File: src/rtl/uart_pkg.sv
// Shared types and helpers for the oversampling UART receive path.
package uart_pkg;

    typedef enum logic [1:0] {
        PAR_NONE = 2'd0,
        PAR_EVEN = 2'd1,
        PAR_ODD  = 2'd2
    } parity_t;

    typedef enum logic [2:0] {
        IDLE,
        START,
        DATA,
        PAR,
        STOP
    } rx_state_t;

    // Oversample tick period minus one for a fixed clock/baud pair.
    function automatic int default_div(input int clk_freq, input int baud, input int os);
        return clk_freq / (baud * os) - 1;
    endfunction

endpackage

File: src/rtl/uart_rx_filter.sv
// Two-flop synchronizer followed by an M_TAPS shift register and a registered
// majority vote; removes single-cycle glitches from the asynchronous line.
module uart_rx_filter #(
    parameter int M_TAPS = 3
) (
    input  logic clk,
    input  logic rst,
    input  logic din,
    output logic dout
);

    localparam int CW = $clog2(M_TAPS + 1);
    localparam logic [CW-1:0] HALF = CW'(M_TAPS / 2);

    logic [1:0]        sync_reg;
    logic [M_TAPS-1:0] taps_reg;
    logic [CW-1:0]     ones;
    logic              dout_reg;

    always_comb begin
        ones = '0;
        for (int i = 0; i < M_TAPS; i++) begin
            ones = ones + CW'(taps_reg[i]);
        end
    end

    // Everything resets to the idle-high line level so reset never looks like a start bit.
    always_ff @(posedge clk) begin
        if (rst) begin
            sync_reg <= 2'b11;
            taps_reg <= '1;
            dout_reg <= 1'b1;
        end else begin
            sync_reg <= {sync_reg[0], din};
            taps_reg <= {taps_reg[M_TAPS-2:0], sync_reg[1]};
            dout_reg <= (ones > HALF);
        end
    end

    assign dout = dout_reg;

endmodule

File: src/rtl/uart_rx_os.sv
// Oversampling UART receiver with configurable frame format, per-word error
// flags and a valid/ready holding register that can stall the receiver.
module uart_rx_os
    import uart_pkg::*;
#(
    parameter int CLK_FREQ   = 50_000_000,
    parameter int BAUD_RATE  = 9_600,
    parameter int DATA_BITS  = 8,
    parameter int PARITY     = 0,
    parameter int STOP_BITS  = 1,
    parameter int OVERSAMPLE = 16,
    parameter int M_TAPS     = 3,
    parameter int USE_RT_DIV = 0,
    parameter int DIV_WIDTH  = 16
) (
    input  logic                 clk,
    input  logic                 rst,
    input  logic                 uart_rx,
    input  logic [DIV_WIDTH-1:0] baud_div,
    output logic [DATA_BITS-1:0] dout,
    output logic                 dout_vld,
    input  logic                 dout_rdy,
    output logic                 parity_err,
    output logic                 frame_err,
    output logic                 overrun,
    output logic                 busy
);

    localparam parity_t PAR_MODE = parity_t'(2'(PARITY));
    localparam logic    ODD_REF  = (PAR_MODE == PAR_ODD);
    localparam int      OS_W     = $clog2(OVERSAMPLE);
    localparam logic [OS_W-1:0] OS_HALF   = OS_W'(OVERSAMPLE / 2 - 1);
    localparam logic [OS_W-1:0] OS_LAST   = OS_W'(OVERSAMPLE - 1);
    localparam logic [3:0]      DATA_LAST = 4'(DATA_BITS - 1);
    localparam logic [3:0]      STOP_LAST = 4'(STOP_BITS - 1);
    localparam logic [DIV_WIDTH-1:0] CONST_DIV =
        DIV_WIDTH'(default_div(CLK_FREQ, BAUD_RATE, OVERSAMPLE));

    logic rx_f;

    uart_rx_filter #(
        .M_TAPS (M_TAPS)
    ) u_filter (
        .clk  (clk),
        .rst  (rst),
        .din  (uart_rx),
        .dout (rx_f)
    );

    rx_state_t             state_reg;
    logic [OS_W-1:0]       os_cnt_reg;
    logic [3:0]            bit_cnt_reg;
    logic [DATA_BITS-1:0]  shift_reg;
    logic                  rx_prev_reg;
    logic                  par_err_reg;
    logic                  stop_err_reg;
    logic                  busy_reg;

    logic [DIV_WIDTH-1:0]  div_reg;
    logic [DIV_WIDTH-1:0]  tick_cnt_reg;
    logic [DIV_WIDTH-1:0]  div_sel;

    logic [DATA_BITS-1:0]  dout_reg;
    logic                  vld_reg;
    logic                  perr_reg;
    logic                  ferr_reg;
    logic                  ovr_reg;

    logic start_go;
    logic tick;
    logic bit_end;
    logic commit;
    logic commit_perr;
    logic commit_ferr;

    assign div_sel  = (USE_RT_DIV != 0) ? baud_div : CONST_DIV;
    assign start_go = (state_reg == IDLE) && rx_prev_reg && !rx_f;
    assign tick     = (tick_cnt_reg == div_reg);
    assign bit_end  = tick && (os_cnt_reg == OS_LAST);

    always_comb begin
        commit      = (state_reg == STOP) && bit_end && (bit_cnt_reg == STOP_LAST);
        commit_perr = (PAR_MODE != PAR_NONE) && par_err_reg;
        commit_ferr = stop_err_reg || !rx_f;
    end

    // The tick phase restarts at every detected start edge so the half-bit
    // start sample lands at the same offset into every frame.
    always_ff @(posedge clk) begin
        if (rst) begin
            div_reg      <= '0;
            tick_cnt_reg <= '0;
        end else if (start_go) begin
            div_reg      <= div_sel;
            tick_cnt_reg <= '0;
        end else if (tick) begin
            tick_cnt_reg <= '0;
        end else begin
            tick_cnt_reg <= tick_cnt_reg + DIV_WIDTH'(1);
        end
    end

    always_ff @(posedge clk) begin
        if (rst) begin
            state_reg    <= IDLE;
            os_cnt_reg   <= '0;
            bit_cnt_reg  <= '0;
            shift_reg    <= '0;
            rx_prev_reg  <= 1'b1;
            par_err_reg  <= 1'b0;
            stop_err_reg <= 1'b0;
            busy_reg     <= 1'b0;
        end else begin
            rx_prev_reg <= rx_f;
            case (state_reg)
                IDLE: begin
                    if (start_go) begin
                        state_reg    <= START;
                        os_cnt_reg   <= '0;
                        bit_cnt_reg  <= '0;
                        par_err_reg  <= 1'b0;
                        stop_err_reg <= 1'b0;
                        busy_reg     <= 1'b1;
                    end
                end
                START: begin
                    if (tick) begin
                        if (os_cnt_reg == OS_HALF) begin
                            os_cnt_reg <= '0;
                            if (rx_f) begin
                                state_reg <= IDLE;
                                busy_reg  <= 1'b0;
                            end else begin
                                state_reg <= DATA;
                            end
                        end else begin
                            os_cnt_reg <= os_cnt_reg + OS_W'(1);
                        end
                    end
                end
                DATA: begin
                    if (bit_end) begin
                        os_cnt_reg <= '0;
                        shift_reg  <= {rx_f, shift_reg[DATA_BITS-1:1]};
                        if (bit_cnt_reg == DATA_LAST) begin
                            bit_cnt_reg <= '0;
                            state_reg   <= (PAR_MODE != PAR_NONE) ? PAR : STOP;
                        end else begin
                            bit_cnt_reg <= bit_cnt_reg + 4'd1;
                        end
                    end else if (tick) begin
                        os_cnt_reg <= os_cnt_reg + OS_W'(1);
                    end
                end
                PAR: begin
                    if (bit_end) begin
                        os_cnt_reg  <= '0;
                        par_err_reg <= ((^shift_reg) ^ rx_f) != ODD_REF;
                        state_reg   <= STOP;
                    end else if (tick) begin
                        os_cnt_reg <= os_cnt_reg + OS_W'(1);
                    end
                end
                STOP: begin
                    if (bit_end) begin
                        os_cnt_reg   <= '0;
                        stop_err_reg <= stop_err_reg || !rx_f;
                        // Return to IDLE at the last stop sample, not at the end of the bit.
                        if (bit_cnt_reg == STOP_LAST) begin
                            bit_cnt_reg <= '0;
                            state_reg   <= IDLE;
                            busy_reg    <= 1'b0;
                        end else begin
                            bit_cnt_reg <= bit_cnt_reg + 4'd1;
                        end
                    end else if (tick) begin
                        os_cnt_reg <= os_cnt_reg + OS_W'(1);
                    end
                end
                default: begin
                    state_reg <= IDLE;
                    busy_reg  <= 1'b0;
                end
            endcase
        end
    end

    // A frame arriving while the held word is still pending is dropped and
    // only leaves a sticky overrun mark on the word that is kept.
    always_ff @(posedge clk) begin
        if (rst) begin
            dout_reg <= '0;
            vld_reg  <= 1'b0;
            perr_reg <= 1'b0;
            ferr_reg <= 1'b0;
            ovr_reg  <= 1'b0;
        end else if (commit && (!vld_reg || dout_rdy)) begin
            dout_reg <= shift_reg;
            vld_reg  <= 1'b1;
            perr_reg <= commit_perr;
            ferr_reg <= commit_ferr;
            ovr_reg  <= 1'b0;
        end else if (commit) begin
            ovr_reg <= 1'b1;
        end else if (vld_reg && dout_rdy) begin
            vld_reg  <= 1'b0;
            perr_reg <= 1'b0;
            ferr_reg <= 1'b0;
            ovr_reg  <= 1'b0;
        end
    end

    assign dout       = dout_reg;
    assign dout_vld   = vld_reg;
    assign parity_err = perr_reg;
    assign frame_err  = ferr_reg;
    assign overrun    = ovr_reg;
    assign busy       = busy_reg;

endmodule
File: config.mk
export PLATFORM = sky130hd
export DESIGN_NAME = uart_rx_os
export DESIGN_NICKNAME = d
export VERILOG_FILES = /design/src/rtl/uart_pkg.sv /design/src/rtl/uart_rx_filter.sv /design/src/rtl/uart_rx_os.sv
export SDC_FILE = /design/constraint.sdc
export NUM_CORES = 1
export LEC_CHECK = 0
export CELL_PAD_IN_SITES_DETAIL_PLACEMENT = 1
export CELL_PAD_IN_SITES_GLOBAL_PLACEMENT = 2
export CORE_MARGIN = 2
export CORE_UTILIZATION = 41
export DETAILED_ROUTE_END_ITERATION = 8
export DONT_BUFFER_PORTS = 1
export GPL_TIMING_DRIVEN = 0
export PLACE_DENSITY = 0.89
export SLEW_MARGIN = 25
export SYNTH_ARGS = -nofsm -noshare
export SYNTH_HDL_FRONTEND = slang
export SYNTH_SLANG_ARGS = --single-unit
export TNS_END_PERCENT = 1
File: constraint.sdc
create_clock -name clk -period 3.9 [get_ports clk]
set_input_delay 0.78 -clock clk [delete_from_list [all_inputs] [get_ports clk]]
set_output_delay 0.78 -clock clk [all_outputs]
set_load 0.05 [all_outputs]
== Word-level counts from Yosys, hierarchy flattened ==
Cells that the tools add are included.

* Register bits: 56
* Input port bits: 20

* Add/subtract/negate cells: 5
* Order comparisons: 1
* Equality and inequality tests: 19
* Multiplexer cells: 36
* Bitwise logic cells: 1
* Reductions and logical operators: 29

{| class="wikitable"
|+ Operators with widths
! kind !! count
|-
| two-way mux 4 bit || 9
|-
| two-way mux 3 bit || 8
|-
| case mux 4 bit (3 select lines) || 2
|-
| adder 16 x 1 -> 16 bit, second input constant || 1
|-
| equality test 16 x 9 -> 1 bit || 1
|-
| case mux 3 bit (5 select lines) || 1
|-
| inequality test 2 bit, second input constant || 7
|-
| two-way mux 1 bit || 13
|-
| adder 4 x 1 -> 4 bit, second input constant || 2
|-
| equality test 4 x 3 -> 1 bit, second input constant || 2
|-
| AND reduction 4 bit || 2
|-
| AND reduction 8 bit || 1
|-
| logical AND 1 bit || 7
|-
| AND reduction 7 bit || 1
|-
| equality test 3 x 2 -> 1 bit, second input constant || 2
|-
| inequality test 2 x 1 -> 1 bit, second input constant || 3
|-
| nonzero test 2 bit || 3
|-
| nonzero test 3 bit || 2
|-
| OR reduction 3 bit || 2
|-
| equality test 4 bit, second input constant || 1
|-
| logical NOT 4 bit || 1
|-
| case mux 1 bit (4 select lines) || 1
|-
| AND reduction 2 bit || 2
|-
| OR reduction 2 bit || 2
|-
| 13 further kinds || 15
|}

== Depth between registers and ports, before layout ==
Gate-level depths: netlist (run 1).

* Depth after elaboration: 7
* Gate-level depth with buffers: 8

== Hierarchy ==
Synthesis (run 1) repeated with hierarchy kept, for this count alone.

* Cells, all modules: 319
* Area total of the unflattened synthesis: 2662.6 sq um

{| class="wikitable"
|+ By module, submodules not included
! module !! times used !! cells an instance !! area an instance (sq um)
|-
| uart_rx_os || 1 || 306 || 2489.9
|-
| uart_rx_filter || 1 || 13 || 172.7
|}

== Worst setup path before layout (run 1) ==
Ideal clock, no wire load.

* Path type: reg-to-reg
* From: register tick_cnt_reg[0]
* To: register bit_cnt_reg[3]
* Arrival: 2.292 ns
* Setup slack: 1.537 ns
* Cell stages (with the launch flop): 8
* Path buffers: 0
* Period minus slack after synthesis: 2.363 ns
* Path through: dfxtp_1 inv_1 ha_1 or4b_1 a2111oi_4 a31oi_4 or4b_1 a21oi_1

* Longest elaborated chain between the ends: 4
* Elaborated cells between the ends (all ways): 5

{| class="wikitable"
|+ RTL lines
! element !! line !! source
|-
| start, declared || uart_rx_os.sv:60 || <nowiki>logic [DIV_WIDTH-1:0] tick_cnt_reg;</nowiki>
|-
| start signal, assigned || uart_rx_os.sv:99 || <nowiki>tick_cnt_reg <= tick_cnt_reg + DIV_WIDTH'(1);</nowiki>
|-
| equality test 16 x 9 -> 1 bit * || uart_rx_os.sv:78 || <nowiki>assign tick = (tick_cnt_reg == div_reg);</nowiki>
|-
| logical AND 1 bit * || uart_rx_os.sv:79 || <nowiki>assign bit_end = tick && (os_cnt_reg == OS_LAST);</nowiki>
|-
| inequality test 2 bit (no source line) || n/a ||
|-
| AND reduction 4 bit (no source line) * || n/a ||
|-
| end signal, assigned || uart_rx_os.sv:149 || <nowiki>bit_cnt_reg <= bit_cnt_reg + 4'd1;</nowiki>
|-
| end signal, assigned || uart_rx_os.sv:174 || <nowiki>bit_cnt_reg <= bit_cnt_reg + 4'd1;</nowiki>
|-
| end, declared || uart_rx_os.sv:52 || <nowiki>logic [3:0] bit_cnt_reg;</nowiki>
|}

Mark *: on every way between the ends. The rest lies on a longest branch, timed or not.
A chain may end at the register's enable or synchronous reset.

== Worst setup path in the final report (run 1) ==
* From: register tick_cnt_reg[0]
* To: register tick_cnt_reg[14]

* Longest elaborated chain between the ends: 2
* Elaborated cells between the ends (all ways): 3

{| class="wikitable"
|+ RTL lines
! element
|-
| parallel branches: the longest is 2 deep, another holds adder 16 x 1 -> 16 bit
|}

Parallel ways; which one is timed is not known.

==> run_results.csv, run 1 <==
group,metric,value,unit
run_status,status,"finished, final reports clean",
floorplanning,rows,29,
synthesis,synth_area,0.00269,mm^2
critical_path,cp_max_fo,10,
clocking,clkTransAtPathRegs,0.10,ns
critical_path,startpoint_type,"flop",
placed_design,place_area,0.00279,mm^2
power_and_ir_drop,power.leakage,1.01,nW
job,maxCapViolations,0,
timing,fin_tns_setup,0,ns
clocking,cts_tree,"built",
clocking,root_buffer,"clkbuf_8",
power_and_ir_drop,ir_drop,161,uV
detailed_routing,drt_pre_antenna_iters,4,
grt,overflow,0,
detailed_routing,met2RoutedLength,2870,um
finish,nets,335,
critical_path,crit_chain,"inv_1, ha_1, or4b_1, a2111oi_4, or3_2, clkbuf_1, buf_2, nor2_1",
clocking,cts.sink_count,56,
grt,grt_pass1_wl,10100,um
timing,fin_skew,0.00891,ns
synthesis,syn_avg_cell_area,8.92,um^2
timing,rsz0062_at_grt,"false",
finish,stdcell_area,0.00288,mm^2
detailed_routing,vias,2103,
synthesis,syn-num-nets,328,
timing,tightest_slew,0.746,ns
grt,grt_max_degree,19,
finish,diodes,0,
synthesis,ys_async_sr_fraction,0,
floorplanning,start_util,0.424,
finish,drive_gt1_frac,0.0935,
critical_path,slowest_stage,"a2111oi_4",
synthesis,synth_cells,302,
clocking,hold_buffers,0,
detailed_routing,drc_errors,0,
critical_path,slowest_delay,0.69,ns
clocking,numCtsBuffers,5,
detailed_routing,vias_per_cell,5.43,
timing,finalHoldViolations,0,
synthesis,ys_ff_latch,56,
detailed_routing,drtIter0Drc,60,
clocking,cts_setup_buffers,0,
floorplanning,io_pins,33,
worst_hold_path,hp-class,"flop to flop",
floorplanning,dieArea,0.00723,mm^2
grt,grt_pass1_vias,2145,
floorplanning,die_x,85.0,um
clocking,cts-resized-gates,0,
critical_path,critical_path_class,"flop to flop",
placed_design,hpwl,4210,um
grt,grt_usage,0.170,
timing,hold_ws,0.418,ns
critical_path,cp_num_buf_inv,3,
detailed_routing,wire_per_inst,14.5,um
detailed_routing,wl_met1,2610,um
synthesis,synth_cell_types,49,
timing,period_share,0.700,
synthesis,synthFlopType,"dfxtp_1",
finish,fill_cells,764,
floorplanning,die_h,85.0,um
synthesis,yosys_warnings,0,
detailed_routing,highest_layer,"met4",
floorplanning,core_area,0.00635,mm^2
clocking,clock_path_buffers,2,
clocking,htree_levels,2,
finish,largest_reg_flops,16,
timing,layout_min_cycle_time,2.73,ns
synthesis,synth_edf_count,0,
finish,fin_util,0.454,
timing,finalSetupViolCount,0,
critical_path,worstPathArrival,2.93,ns
grt,antenna_found_initial,0,
power_and_ir_drop,p_per_area,324,mW/mm^2
critical_path,worstPathRequired,4.10,ns
critical_path,crit_path_end_kind,"flop",
placed_design,gp_congestion,0.749,
timing,slew_viol_final,0,
synthesis,ys_seq_area_frac,0.416,
detailed_routing,drt_wl_total,5620,um
timing,maxSlewHeadroom,0.502,
critical_path,critPathTopFamily,"simple AND/OR/NAND/NOR gates",
detailed_routing,antenna_left,0,
finish,area_growth_syn_to_layout,6.97,%
placed_design,io_buffers,0,
clocking,clock_latency,0.31,ns
detailed_routing,met3WireLength,111,um
timing,timing.fmax,367,MHz
## through the flow
stage	setup slack, ns	cells	power (W)
2_1_floorplan	1.54	302	0.000618
3_3_place_gp	1.18	379	0.000626
3_5_place_dp	1.16	379	0.000627
4_1_cts	1.13	387	0.000950
5_1_grt	0.935	387	0.000977
6_report	1.17	387	0.000934
## final cells by class
cell class | instances | area [um^2] | share of cell area
Clock inverter | 3 | 22.5 | 0.00782
Multi-Input combinational cell | 222 | 1470 | 0.511
Clock buffer | 5 | 68.8 | 0.0239
Buffer | 19 | 80.1 | 0.0278
Inverter | 5 | 18.8 | 0.00652
Sequential cell | 56 | 1120 | 0.389
Tap cell | 77 | 96.3 | 0.0334
## logic make-up (layout without fill, tap and decap cells)
group / count (synthesis) / in the layout / synth area share
AND/OR/NAND/NOR: 135 / 135 / 0.293
flip-flops: 56 / 56 / 0.416
AO/OA/AOI/OAI: 52 / 52 / 0.126
buffers and inverters: 24 / 32 / 0.0367
multiplexers: 16 / 16 / 0.0595
XOR/XNOR: 12 / 12 / 0.0390
adder cells (fa/ha/maj): 6 / 6 / 0.0279
other: 1 / 1 / 0.00139
## Yosys cell counts (all sizes together) (3+ instances only)
cell type   n  area, um^2
buf         3        20.0
nand3b      4        30.0
a31oi       4        40.0
nand3      11        55.1
ha          6        75.1
nand4       6        37.5
nor3b       4        30.0
and2        4        25.0
nand2b     20         125
mux2i      16         160
or2         7        43.8
or4         5        41.3
o21ai      14        70.1
or4b        6        60.1
nor3        4        20.0
inv         5        18.8
nand2      12        45.0
xor2       10        87.6
a21oi      20         100
or3         4        26.3
clkbuf     16        60.1
nor2       31         116
nor2b       6        37.5
dfxtp      56        1120
## power by group
| part | switching (W) | internal (W) | total [W] |
|---|---|---|---|
| logic | 0.0000228 | 0.0000129 | 0.0000357 |
| registers | 0.00000269 | 0.000575 | 0.000577 |
| clock network | 0.000192 | 0.000129 | 0.000321 |
| total | 0.000217 | 0.000717 | 0.000934 |
## cells in the final DEF (no fill, tap or decap), types with 7 or more instances in the layout
| cell | synthesis | routed |
|---|---|---|
| a21oi_1 | 20 | 20 |
| clkbuf_1 | 16 | 16 |
| dfxtp_1 | 56 | 56 |
| mux2i_1 | 16 | 16 |
| nand2_1 | 12 | 12 |
| nand2b_1 | 20 | 20 |
| nand3_1 | 11 | 11 |
| nor2_1 | 31 | 31 |
| o21ai_0 | 14 | 14 |
| or2_2 | 7 | 7 |
| xor2_1 | 10 | 10 |
## path summary, 6_finish.rpt
kind                                                        end                            start  depth (start not counted)  slack [ns]
worst max register to register      tick_cnt_reg[14]$_SDFF_PP0_       tick_cnt_reg[0]$_SDFF_PP0_                          8        1.17
worst min-delay path            u_filter.sync_reg[1]$_SDFF_PP1_  u_filter.sync_reg[0]$_SDFF_PP1_                          1        0.42
worst min register to register  u_filter.sync_reg[1]$_SDFF_PP1_  u_filter.sync_reg[0]$_SDFF_PP1_                          1        0.42
worst max-delay path                tick_cnt_reg[14]$_SDFF_PP0_       tick_cnt_reg[0]$_SDFF_PP0_                          8        1.17
## routing by layer
layer | track usage | vias up
li1 | - | 1076
met5 | 0 | -
met2 | 0.299 | 20
met3 | 0.0321 | 4
met4 | 0.0346 | 0
met1 | 0.217 | 1003
(Power assumes the default switching activity.)
==> run 2, diff against run 1 <==
--- a/config.mk
+++ b/config.mk
@@ -8,11 +8,11 @@
 export CELL_PAD_IN_SITES_DETAIL_PLACEMENT = 1
 export CELL_PAD_IN_SITES_GLOBAL_PLACEMENT = 2
 export CORE_MARGIN = 2
-export CORE_UTILIZATION = 41
+export CORE_UTILIZATION = 38
 export DETAILED_ROUTE_END_ITERATION = 8
 export DONT_BUFFER_PORTS = 1
 export GPL_TIMING_DRIVEN = 0
-export PLACE_DENSITY = 0.89
+export PLACE_DENSITY = 0.83
 export SLEW_MARGIN = 25
 export SYNTH_ARGS = -nofsm -noshare
 export SYNTH_HDL_FRONTEND = slang
==> constraint.sdc (replaced) <==
create_clock -name clk -period 2.8 [get_ports clk]
set_input_delay 0.56 -clock clk [delete_from_list [all_inputs] [get_ports clk]]
set_output_delay 0.56 -clock clk [all_outputs]
set_load 0.05 [all_outputs]
==> run 2 against run 1 <==
Clock skew fell by 0.0018 ns. Maximum frequency up 8.9%. Global-route usage down 0.10 points. Critical path type unchanged. Critical endpoint is now dout[4]$_SDFFE_PP0P_. Highest routed layer unchanged.
==> run_results.csv, run 2 (synthesized netlist as in run 1, its figures left out) <==
group,metric,value,unit
run_status,status,"finished, final reports clean",
critical_path,critical_path_class,"flop to flop",
critical_path,cp_max_fo,8,
detailed_routing,drt_wl_total,6090,um
clocking,cts.sink_count,56,
clocking,htree_levels,2,
critical_path,worstPathRequired,2.98,ns
grt,antenna_found_initial,0,
timing,hold_ws,0.357,ns
critical_path,startpoint_type,"flop",
timing,finalHoldViolations,0,
clocking,clock_path_buffers,2,
worst_hold_path,hp-class,"input pin to flop",
power_and_ir_drop,ir_drop,222,uV
critical_path,crit_path_end_kind,"flop",
clocking,clkTransAtPathRegs,0.10,ns
timing,fin_skew,0.00709,ns
finish,area_growth_syn_to_layout,10.1,%
timing,slew_viol_final,0,
critical_path,crit_chain,"inv_1, ha_1, or4b_2, nor3_1, nand3_1, nand4b_1, clkbuf_1, mux2i_1",
detailed_routing,wire_per_inst,14.9,um
timing,timing.fmax,399,MHz
timing,fin_tns_setup,0,ns
power_and_ir_drop,power.leakage,1.04,nW
floorplanning,core_area,0.00683,mm^2
placed_design,hpwl,4520,um
grt,grt_usage,0.169,
detailed_routing,drt_pre_antenna_iters,4,
timing,tightest_slew,0.851,ns
finish,diodes,0,
critical_path,slowest_delay,0.59,ns
detailed_routing,drc_errors,0,
floorplanning,dieArea,0.00777,mm^2
grt,grt_max_degree,18,
floorplanning,rows,30,
grt,grt_pass1_vias,2164,
finish,largest_reg_flops,16,
timing,rsz0062_at_grt,"false",
job,maxCapViolations,0,
finish,final_cell_mix,"56 x dfxtp_1, 31 x nor2_1, 20 x a21oi_1, 20 x nand2b_1",
critical_path,critPathTopFamily,"simple AND/OR/NAND/NOR gates",
placed_design,dpl_worst_slack,0.0528,ns
timing,layout_min_cycle_time,2.50,ns
critical_path,r2r_start,"tick_cnt_reg[0]$_SDFF_PP0_",
floorplanning,io_pins,33,
detailed_routing,drtIter0Drc,60,
timing,finalSetupViolCount,0,
timing,period_share,0.895,
finish,drive_gt1_frac,0.105,
critical_path,critPathLaunch,"tick_cnt_reg[0]$_SDFF_PP0_",
worst_hold_path,min_from,"uart_rx",
floorplanning,die_x,88.2,um
clocking,numCtsBuffers,5,
floorplanning,die_h,88.2,um
clocking,clock_latency,0.31,ns
grt,overflow,0,
detailed_routing,vias_per_cell,5.26,
timing,fin_ws,0.295,ns
floorplanning,start_util,0.394,
grt,grt_pass1_wl,10300,um
finish,nets,339,
detailed_routing,antenna_left,0,
placed_design,io_buffers,0,
timing,maxSlewHeadroom,0.431,
critical_path,cp_num_buf_inv,2,
placed_design,dp.cells,398,
critical_path,slowest_stage,"or4b_2",
clocking,root_buffer,"clkbuf_8",
finish,final_common_cell,"dfxtp_1",
critical_path,worstPathArrival,2.69,ns
power_and_ir_drop,fin_total_pwr,0.00142,W
clocking,cts_tree,"built",
placed_design,gp_congestion,0.760,
power_and_ir_drop,p_per_area,479,mW/mm^2
finish,instances_no_fill,410,
detailed_routing,vias,2155,
run 2: cell count changes in the layout (fill, tap and decap cells not counted), sizes merged:
| cell | change |
|---|---|
| clkinv | -1 |
| inv | -1 |
| clkbuf | +1 |
| buf | +4 |
| bufinv | +1 |
run 2: worst paths after layout:
kind	end	slack (ns)	depth (start not counted)
max	dout[4]$_SDFFE_PP0P_	0.30	8
min	u_filter.sync_reg[0]$_SDFF_PP1_	0.36	1
max reg2reg	dout[4]$_SDFFE_PP0P_	0.30	8
min reg2reg	u_filter.sync_reg[1]$_SDFF_PP1_	0.43	1
run 2: what timing repair did:
| item | 4_1_cts | 5_1_grt |
|---|---|---|
| setup buffers | 0 | 4 |
| endpoints found under the setup margin | 0 | 21 |
| hold buffers | 0 | 0 |
| gates resized for setup | 0 | 0 |
run 2: power breakdown:
part / total [W] / switching, W / internal, W
logic: 0.0000554 / 0.0000332 / 0.0000222
clock network: 0.000561 / 0.000268 / 0.000293
registers: 0.000804 / 0.00000389 / 0.000800
total: 0.00142 / 0.000305 / 0.00112
run 2: worst register-to-register path, stage by stage (launching register included):
cell and delay [ns]:
dfxtp_1 0.34, inv_1 0.06, ha_1 0.15, or4b_2 0.59
nor3_1 0.34, nand3_1 0.18, nand4b_1 0.20, clkbuf_1 0.32
mux2i_1 0.20
run 2: final cells by class:
cell class / count / area, um^2
fillers: 841 / 3870
multi-input cells: 222 / 1470
flip-flops and latches: 56 / 1120
well taps: 96 / 120
clock buffers: 6 / 82.6
plain buffers: 19 / 80.1
clock inverters: 2 / 38.8
repair buffers: 4 / 30.0
inverters: 5 / 18.8
run 2: per-layer routing:
layer	global-route usage	routed length, um	part of all wire
met2	0.299	3070	0.50
met1	0.212	2840	0.47
met3	0.0311	139	0.023
met5	0	0	0
met4	0.0386	51	0.0084
run 2: through the flow:
step                utilization  instance area, um^2
floorplan                     -                 2690
global placement          0.412                 2810
detailed placement        0.412                 2810
CTS                       0.429                 2930
global route              0.434                 2960
finish                    0.434                 2960
==> run 3, diff against run 2 <==
--- a/config.mk
+++ b/config.mk
@@ -6,13 +6,14 @@
 export NUM_CORES = 1
 export LEC_CHECK = 0
 export CELL_PAD_IN_SITES_DETAIL_PLACEMENT = 1
-export CELL_PAD_IN_SITES_GLOBAL_PLACEMENT = 2
+export CELL_PAD_IN_SITES_GLOBAL_PLACEMENT = 1
 export CORE_MARGIN = 2
-export CORE_UTILIZATION = 38
+export CORE_UTILIZATION = 47
 export DETAILED_ROUTE_END_ITERATION = 8
 export DONT_BUFFER_PORTS = 1
 export GPL_TIMING_DRIVEN = 0
 export PLACE_DENSITY = 0.83
+export RECOVER_POWER = 50
 export SLEW_MARGIN = 25
 export SYNTH_ARGS = -nofsm -noshare
 export SYNTH_HDL_FRONTEND = slang
==> run 3 against run 2 <==
Clock skew decreased by 0.0021 ns. Register-to-register slack got worse by 0.15 ns. Final area shrank 2.9%. Hold slack got worse by 0.012 ns. Die area shrank 18%. Largest cell class unchanged. Highest routed layer unchanged.
==> run_results.csv, run 3 (synthesized netlist as in run 1, its figures left out) <==
group,metric,value,unit
detailed_routing,drtIter0Drc,65,
power_and_ir_drop,ir_drop,336,uV
worst_hold_path,hp-class,"input pin to flop",
power_and_ir_drop,p_per_area,451,mW/mm^2
grt,overflow,0,
floorplanning,start_util,0.489,
clocking,htree_levels,2,
clocking,root_buffer,"clkbuf_8",
finish,final_common_cell,"dfxtp_1",
placed_design,io_buffers,0,
power_and_ir_drop,power.leakage,1.01,nW
placed_design,gp_congestion,0.805,
floorplanning,dieArea,0.00635,mm^2
clocking,cts.sink_count,56,
grt,grt_use_met1,0.265,
job,maxCapViolations,0,
timing,tightest_slew,0.755,ns
placed_design,hpwl,4340,um
critical_path,worstPathArrival,2.90,ns
clocking,clkTransAtPathRegs,0.10,ns
floorplanning,die_x,79.7,um
grt,grt_pass1_wl,10000,um
clocking,clock_path_buffers,2,
finish,multi_input_comb_area,0.00147,mm^2
finish,diodes,0,
timing,fin_tns_setup,0,ns
finish,largest_reg_flops,16,
detailed_routing,vias_per_cell,5.64,
critical_path,startpoint_type,"flop",
timing,maxSlewHeadroom,0.496,
floorplanning,io_pins,33,
critical_path,critical_path_class,"flop to flop",
grt,grt_usage,0.203,
critical_path,worstPathRequired,3.04,ns
timing,slew_viol_final,0,
timing,finalSetupViolCount,0,
clocking,clock_latency,0.31,ns
run_status,status,"finished, final reports clean",
grt,grt_max_degree,18,
clocking,cts_tree,"built",
finish,final_cell_mix,"56 x dfxtp_1, 31 x nor2_1, 20 x a21oi_1, 20 x nand2b_1, 19 x clkbuf_1",
finish,nets,337,
floorplanning,rows,27,
finish,fin_util,0.523,
critical_path,crit_path_end_kind,"flop",
floorplanning,die_h,79.7,um
finish,fill_cells,668,
grt,gr-usage-met2,0.336,
timing,finalHoldViolations,0,
critical_path,cp_max_fo,7,
grt,busiest_layer,"met2",
placed_design,place_area,0.00278,mm^2
detailed_routing,drc_errors,0,
grt,antenna_found_initial,0,
finish,drive_gt1_frac,0.0897,
detailed_routing,antenna_left,0,
clocking,hold_buffers,0,
clocking,numCtsBuffers,5,
detailed_routing,drt_pre_antenna_iters,4,
grt,grtUsageMet3,0.0441,
detailed_routing,vias,2166,
detailed_routing,drt_wl_total,6010,um
detailed_routing,wire_per_inst,15.7,um
finish,register_area,0.00112,mm^2
timing,layout_min_cycle_time,2.66,ns
finish,area_growth_syn_to_layout,6.92,%
timing,fin_skew,0.00500,ns
grt,grt_pass1_vias,2124,
timing,rsz0062_at_grt,"false",
finish,stdcell_area,0.00288,mm^2
floorplanning,core_area,0.00551,mm^2
timing,period_share,0.950,
timing,timing.fmax,376,MHz
==> run 3: cell count changes in the layout (fill, tap and decap cells not counted), sizes merged <==
cell	previous run	this run
bufinv	1	0
clkinvlp	0	1
clkbuf	22	24
buf	7	3
==> run 3: per-layer routing <==
metal | part of all wire | wire length (um) | vias to the layer above
met4 | 0.018 | 110 | 0
met3 | 0.029 | 172 | 10
met5 | 0 | 0 | -
met2 | 0.48 | 2910 | 22
met1 | 0.47 | 2820 | 1056
li1 | - | - | 1078
==> run 3: timing repair <==
| action | 4_1_cts | 5_1_grt |
|---|---|---|
| resized for setup | 0 | 0 |
| setup endpoints to repair | 0 | 19 |
| hold endpoints to repair | 0 | 0 |
| buffers inserted | 0 | 2 |
==> run 3: stage by stage <==
stage	total power (W)	hold WS [ns]	setup WS, ns	instances
floorplan	0.000860	0.389	0.437	302
global placement	0.000871	0.396	0.125	374
detailed placement	0.000872	0.396	0.0448	374
CTS	0.00131	0.335	0.0391	382
global route	0.00135	0.326	0.0202	384
finish	0.00130	0.345	0.141	384
==> run 3: worst paths after layout <==
kind	depth (start not counted)	to	startpoint	slack, ns
setup / recovery	6	bit_cnt_reg[3]$_SDFFE_PP0P_	tick_cnt_reg[2]$_SDFF_PP0_	0.14
hold / removal	1	u_filter.sync_reg[0]$_SDFF_PP1_	uart_rx	0.35
setup reg to reg	6	bit_cnt_reg[3]$_SDFFE_PP0P_	tick_cnt_reg[2]$_SDFF_PP0_	0.14
hold reg to reg	1	u_filter.sync_reg[1]$_SDFF_PP1_	u_filter.sync_reg[0]$_SDFF_PP1_	0.42
==> run 3: worst max-delay path, stage by stage, from the launching register on <==
cell       delay [ns]
dfxtp_1          0.39
or4_4            0.58
a2111oi_4        0.37
clkbuf_1         0.37
a31oi_4          0.18
or4b_1           0.53
a21oi_1          0.16
==> run 3: layout make-up <==
cell class              count  area share
flip-flops and latches     56       0.389
multi-input cells         222       0.512
clock inverters             2     0.00565
repair buffers              2     0.00261
clock buffers               6      0.0252
plain buffers              19      0.0278
inverters                   5     0.00652
well taps                  72      0.0313
==> run 3: report_power, final <==
part           switching, W  internal [W]
clock network      0.000266      0.000179
registers        0.00000406      0.000800
logic             0.0000323     0.0000184
total              0.000302      0.000997
